<file path="config.mk">
export PLATFORM = sky130hd
export DESIGN_NAME = gpio_npins
export DESIGN_NICKNAME = d
export VERILOG_FILES = /design/src/rtl/gpio_pkg.sv /design/src/rtl/gpio_pin_sync.sv /design/src/rtl/gpio_npins.sv
export SDC_FILE = /design/constraint.sdc
export NUM_CORES = 1
export LEC_CHECK = 0
export ABC_AREA = 1
export BUFFER_PORTS_ARGS = -buffer_cell sky130_fd_sc_hd__buf_2
export CORE_AREA = 8 8 83 140
export CTS_CLUSTER_SIZE = 30
export DETAILED_ROUTE_END_ITERATION = 10
export DIE_AREA = 0 0 91 148
export PLACE_DENSITY = 0.46
export SKIP_CTS_REPAIR_TIMING = 1
export SYNTH_ARGS = -nofsm -noshare
export SYNTH_HDL_FRONTEND = slang
export SYNTH_SLANG_ARGS = --single-unit
</file>
<file path="constraint.sdc">
create_clock -name clk -period 1.15 [get_ports clk]
set_input_delay 0.115 -clock clk [delete_from_list [all_inputs] [get_ports clk]]
set_output_delay 0.115 -clock clk [all_outputs]
set_load 0.01 [all_outputs]
</file>
<file path="src/rtl/gpio_pkg.sv">
// Shared GPIO constants: pin-count ceiling and direction encodings.
package gpio_pkg;

  localparam int unsigned GPIO_MAX_PINS = 32;
  localparam logic        DIR_IN        = 1'b0;
  localparam logic        DIR_OUT       = 1'b1;

endpackage

</file>
<file path="src/rtl/gpio_pin_sync.sv">
// Per-pin input sampling and change detection.
// Define GPIO_NPINS_SYNC_EN to sample the pin through a 2-flop synchronizer.
module gpio_pin_sync
  import gpio_pkg::*;
(
  input  logic clk_i,
  input  logic rst_ni,
  input  logic pin_i,
  input  logic dir_i,
  output logic in_s_o,
  output logic edge_o
);

`ifdef GPIO_NPINS_SYNC_EN
  logic sync1_q, sync2_q;

  always_ff @(posedge clk_i) begin
    if (!rst_ni) begin
      sync1_q <= 1'b0;
      sync2_q <= 1'b0;
    end else begin
      sync1_q <= pin_i;
      sync2_q <= sync1_q;
    end
  end

  assign in_s_o = sync2_q;
`else
  assign in_s_o = pin_i;
`endif

  logic prev_q;
  logic dir_prev_q;
  logic armed_q;

  // armed_q suppresses the compare against the reset value of prev_q.
  always_ff @(posedge clk_i) begin
    if (!rst_ni) begin
      prev_q     <= 1'b0;
      dir_prev_q <= DIR_IN;
      armed_q    <= 1'b0;
    end else begin
      prev_q     <= in_s_o;
      dir_prev_q <= dir_i;
      armed_q    <= 1'b1;
    end
  end

  // Mask also on the previous direction so an output->input switch cannot flag the old level.
  assign edge_o = armed_q & (in_s_o ^ prev_q) & (dir_i == DIR_IN) & (dir_prev_q == DIR_IN);

endmodule

</file>
<file path="src/rtl/gpio_npins.sv">
// N-pin GPIO block: per-pin direction mux, input change flags and OR-ed interrupt.
// Define GPIO_NPINS_SYNC_EN to insert a 2-flop synchronizer on every input pin.
module gpio_npins
  import gpio_pkg::*;
#(
  parameter int unsigned N = 16
) (
  input  logic         clk,
  input  logic         reset,
  input  logic [N-1:0] data_in,
  input  logic [N-1:0] dir_in,
  input  logic [N-1:0] gpio_pins,
  output logic [N-1:0] gpio_pins_out,
  output logic [N-1:0] edge_out,
  output logic         irq
);

  if (N < 1 || N > GPIO_MAX_PINS) begin : g_bad_n
    $error("gpio_npins: N out of range");
  end

  logic [N-1:0] in_s;
  logic [N-1:0] edge_d;
  logic [N-1:0] out_d;
  logic [N-1:0] out_q;
  logic [N-1:0] edge_q;
  logic         irq_q;

  for (genvar i = 0; i < N; i++) begin : g_pin
    gpio_pin_sync u_pin_sync (
      .clk_i  (clk),
      .rst_ni (reset),
      .pin_i  (gpio_pins[i]),
      .dir_i  (dir_in[i]),
      .in_s_o (in_s[i]),
      .edge_o (edge_d[i])
    );
  end

  always_comb begin
    out_d = '0;
    for (int i = 0; i < int'(N); i++) begin
      out_d[i] = (dir_in[i] == DIR_OUT) ? data_in[i] : in_s[i];
    end
  end

  always_ff @(posedge clk) begin
    if (!reset) begin
      out_q  <= '0;
      edge_q <= '0;
      irq_q  <= 1'b0;
    end else begin
      out_q  <= out_d;
      edge_q <= edge_d;
      irq_q  <= |edge_d;
    end
  end

  assign gpio_pins_out = out_q;
  assign edge_out      = edge_q;
  assign irq           = irq_q;

endmodule

</file>
==> impl_metrics.toml, run 1 <==
[global_route]
antenna_found_initial = 0
groute.layer.met3.usage_pct = 4.16
grt_max_degree = 35
grt_use_met2_pct = 17.0
grt_busiest_layer = "met2"
grt_pass1_wl_um = 9900
globalRouteOverflowTotal = 0
use_met1_pct = 9.02
grt_usage_pct = 9.71
grt_pass1_vias = 2060

[logic_synthesis]
synth_edf_count = 0
postSynthCellCount = 325
synth_seq_cells = 66
synth.area.top_cells = "dfxtp_1 (56%), nand2_1 (14%), inv_1 (14%), nor2_1 (7.6%), o22ai_1 (4.2%)"
syn_avg_cell_area_um2 = 7.25
syn_nets = 375
yosysWarnings = 0
synth_top_area_share_pct = 56.1
postSynth.asyncResetShare_pct = 0
yosysTopAreaCell = "dfxtp_1"
ys_top_cells_by_count = "nand2_1 (89), inv_1 (88), dfxtp_1 (66)"
syn_area_um2 = 2360
synthFlopType = "dfxtp_1"
synth.most_common_cell = "nand2_1"
ys_types = 11
ys_seq_area_share_pct = 56.1

[floorplanning]
start_util_pct = 24.2
die_w_um = 91
die_height_um = 148
rows = 48
design.die.area_um2 = 13500
core_area_um2 = 9730
pin_count = 83

[sta]
fin_skew_ps = 5.09
holdWs_ps = -0.960
period_share_pct = 99.7
rsz0062_at_grt = "yes"
slew_violations = 0
fin_ws_ps = 3.01
slew_headroom_pct = 88.5
finalHoldViolCount = 1
fin_crit_ps = 1150
fmax_ghz = 0.872
setup_viol = 0
tightestPinTransition_ps = 172

[setup_path]
crit_required_ps = 1370
worstSetupStartpointType = "register"
path_class = "register to register"
crit_arrival_ps = 1360
endpoint_kind = "register"
reg2reg_slack_ps = 3
cp_max_fo = 3
rr_worst_depth = 9

[pwr]
vdd_drop_max_mv = 0.719
clockPowerShare_pct = 46.5
leakage_nw = 2.05
p_int_mw = 4.33
sequentialPowerShare_pct = 43.8
total_power_mw = 5.60
sw_frac_of_total_pct = 22.8
power.switching_mw = 1.28
p_per_area_nw_per_um2 = 1700
power_frac_comb_pct = 9.6

[placed_design]
hpwl_um = 4820
post-place-ws_ps = -86.9
routabilityCongestion = 0.733
port_buffers = 82
place_inst = 533

[cts]
insertion_delay_ps = 320
cts_max_level = 3
tritoncts = "yes"
cts.clk_slew.worst_paths_ps = 50
clkSinkCount = 66
cts_made_buffers = 9
clock-root-buffer = "clkbuf_16"
cts_buffer_depth = 2

[drt]
via_count = 2067
vias_per_cell = 3.74
finalWirelength_um = 6190
drc = 0
wl_per_cell_um = 11.2
dr.pass1.iters = 4
ant_nets = 0
dr.first_iter.drc_count = 58

[layout]
diodes = 0
area_growth_pct = 40.1
nets = 473
fin_util_pct = 33.9
final_cell_count_no_fill = 552
drive_gt1_share_pct = 25.1

[outcome]
violations = "hold timing"
status = "finished, violations left"

[min_path]
whs_path_depth = 3
hold_class = "input pin to register"

[run]
cap_violations = 0
==> cells in the final DEF, fill, tap and decap left out, drive strengths merged <==
master	n
buf	89
clkbuf	13
clkinv	3
dfxtp	66
dlygate4sd3	3
inv	89
nand2	89
nor2	48
nor3	10
o22ai	16
xor2	1
==> layer usage <==
| metal | routed length, um | share of wire [%] |
|---|---|---|
| met2 | 3260 | 53 |
| met3 | 404 | 6.5 |
| met1 | 2360 | 38 |
| met4 | 169 | 2.7 |
| met5 | 0 | 0 |
==> registers in the layout (all words and copies together) (netlist names) <==
signal / cells
edge_out: 16
gpio_pins_out: 16
g_pin.u_pin_sync.prev_q: 16
g_pin.u_pin_sync.armed_q: 1
irq: 1
g_pin.u_pin_sync.dir_prev_q: 16
==> worst max-delay path, stage by stage, from the launching register on <==
cell	delay, ps
dfxtp_4	360
buf_6	120
nand2_1	60
nor2_1	30
nand2_1	80
nand2_1	80
nor2_2	120
nand2_1	70
nor2_1	80
nor2_1	40
==> logic make-up (layout without fill, tap and decap cells) <==
group                     after synthesis  after routing  synth area share, %
xor gates and xnor gates                1              1                0.372
and+or+nand+nor                       147            147                 24.0
buffers and inverters                  95            197                 15.3
AOI/OAI and AO/OA                      16             16                 4.25
DFF                                    66             66                 56.1
==> worst paths after layout <==
check	to	from
max	irq	g_pin[14].u_pin_sync.armed_q
min	gpio_pins_out[3]	data_in[3]
max reg2reg	irq	g_pin[14].u_pin_sync.armed_q
min reg2reg	edge_out[3]	g_pin[3].u_pin_sync.dir_prev_q
==> power groups by stage <==
stage               logic (mW)  registers [mW]  clock network [mW]
floorplan                0.241            2.54                   0
global placement         0.535            2.50                   0
detailed placement       0.540            2.50                   0
CTS                      0.541            2.46                2.70
global route             0.622            2.47                2.82
finish                   0.540            2.46                2.61
==> metrics by stage <==
| step | cell area [um2] | setup TNS, ps |
|---|---|---|
| 2_1_floorplan | 2360 | 0 |
| 3_3_place_gp | 2960 | -84.5 |
| 3_5_place_dp | 2960 | -86.9 |
| 4_1_cts | 3250 | -92.9 |
| 5_1_grt | 3300 | -90.1 |
| 6_report | 3300 | 0 |
==> cell type report <==
type / instances / area (um2)
inverter: 90 / 340
fill: 1105 / 6430
tap: 125 / 156
timing repair buffer: 92 / 513
multi-input combinational: 164 / 676
clock buffer: 13 / 280
clock inverter: 2 / 10.0
sequential: 66 / 1330
Note: power is estimated with default switching activity, not from simulation.
==> inputs of run 2 (changes only) <==
- PLACE_DENSITY: 0.46 -> unset
- RECOVER_POWER: unset -> 100
==> run 2 against run 1 <==
Compared with the run above: the flow now finishes without violations; total power fell by 3.2%; die area stayed put; wire length is 2.9% lower; register-to-register slack is essentially flat; first-iteration DRC count is the same.
==> impl_metrics.toml, run 2 (synthesis results as in run 1) <==
[sta]
setup_viol = 0
period_share_pct = 99.4
fin_ws_ps = 7.11
holdWs_ps = 2.55
fmax_ghz = 0.875
slew_violations = 0
tightestPinTransition_ps = 173
fin_crit_ps = 1140
finalHoldViolCount = 0
slew_headroom_pct = 88.4
rsz0062_at_grt = "yes"
fin_skew_ps = 4.45

[outcome]
status = "finished clean"

[cts]
cts_buffer_depth = 2
clock-root-buffer = "clkbuf_16"
tritoncts = "yes"
cts.clk_slew.worst_paths_ps = 50
cts_made_buffers = 9
clkSinkCount = 66
insertion_delay_ps = 320
cts_max_level = 3

[layout]
fill_cells = 1045
nets = 470
area_growth_pct = 38.9
final_cell_mix = "inv_1 (88), nand2_1 (87), buf_2 (81)"
final_common_cell = "inv_1"
drive_gt1_share_pct = 25.1
final_cell_count_no_fill = 547
fin_util_pct = 33.6
diodes = 0

[setup_path]
path_class = "register to register"
endpoint_kind = "register"
rr_worst_depth = 9
crit_required_ps = 1360
worstSetupStartpointType = "register"
crit_arrival_ps = 1360
cp_max_fo = 6

[pwr]
total_power_mw = 5.42
power_frac_comb_pct = 10.1
p_int_mw = 4.19
clockPowerShare_pct = 44.6
vdd_drop_max_mv = 0.699
leakage_nw = 2.02
p_per_area_nw_per_um2 = 1660
sequentialPowerShare_pct = 45.3
power.switching_mw = 1.23
sw_frac_of_total_pct = 22.7

[floorplanning]
die_height_um = 148
pin_count = 83
die_w_um = 91
rows = 48
core_area_um2 = 9730
design.die.area_um2 = 13500
start_util_pct = 24.2

[placed_design]
port_buffers = 82
hpwl_um = 4620
routabilityCongestion = 0.702
post-place-ws_ps = -109
place_inst = 532

[global_route]
grt_max_degree = 35
antenna_found_initial = 0
globalRouteOverflowTotal = 0
grt_usage_pct = 9.34
grt_pass1_vias = 2093
grt_pass1_wl_um = 9730

[min_path]
whs_path_depth = 3
hold_class = "input pin to register"

[drt]
vias_per_cell = 3.80
dr.first_iter.drc_count = 58
ant_nets = 0
dr.pass1.iters = 4
via_count = 2081
wl_per_cell_um = 11.0
drc = 0
finalWirelength_um = 6010

[run]
cap_violations = 0
## run 2: layer usage
metal | part of all wire [%] | GRT usage (%) | vias up
met5 | 0 | 0 | -
met2 | 51 | 15.9 | 63
met1 | 39 | 9.16 | 888
met3 | 7.4 | 4.01 | 13
met4 | 2.3 | 5.69 | 0
li1 | - | - | 1117
## run 2: power by group through the flow
stage	Combinational (mW)	Sequential [mW]	Clock, mW
2_1_floorplan	0.241	2.54	0
3_3_place_gp	0.533	2.50	0
3_5_place_dp	0.543	2.50	0
4_1_cts	0.546	2.46	2.51
5_1_grt	0.625	2.47	2.62
6_report	0.548	2.46	2.42
## run 2: path summary, 6_finish.rpt
path	end	slack (ps)	from
max	irq	7	g_pin[14].u_pin_sync.armed_q
min reg2reg	edge_out[13]	490	g_pin[13].u_pin_sync.dir_prev_q
min	gpio_pins_out[10]	3	data_in[10]
max reg2reg	irq	7	g_pin[14].u_pin_sync.armed_q
## run 2: layout make-up
class                   instances  area [um2]  area share (%)
well taps                     125         156            4.78
multi-input cells             164         696            21.3
inverters                      90         345            10.6
flip-flops and latches         66        1330            40.5
repair buffers                 89         489            15.0
clock buffers                  13         260            7.95
## run 2: stage by stage
stage / setup TNS (ps) / cell area [um2]
finish: 0 / 3270
global route: -102 / 3270
CTS: -115 / 3220
detailed placement: -109 / 2960
global placement: -104 / 2960
floorplan: 0 / 2360
## run 2: worst max-delay path: stages, from the launching register on
cell and delay, ps:
dfxtp_4 370, buf_12 140, nand2_2 50, nor2_1 30
nand2_1 70, nand2_1 60, nor2_2 110, nand2_1 70
nor2_1 80, nor2_1 50
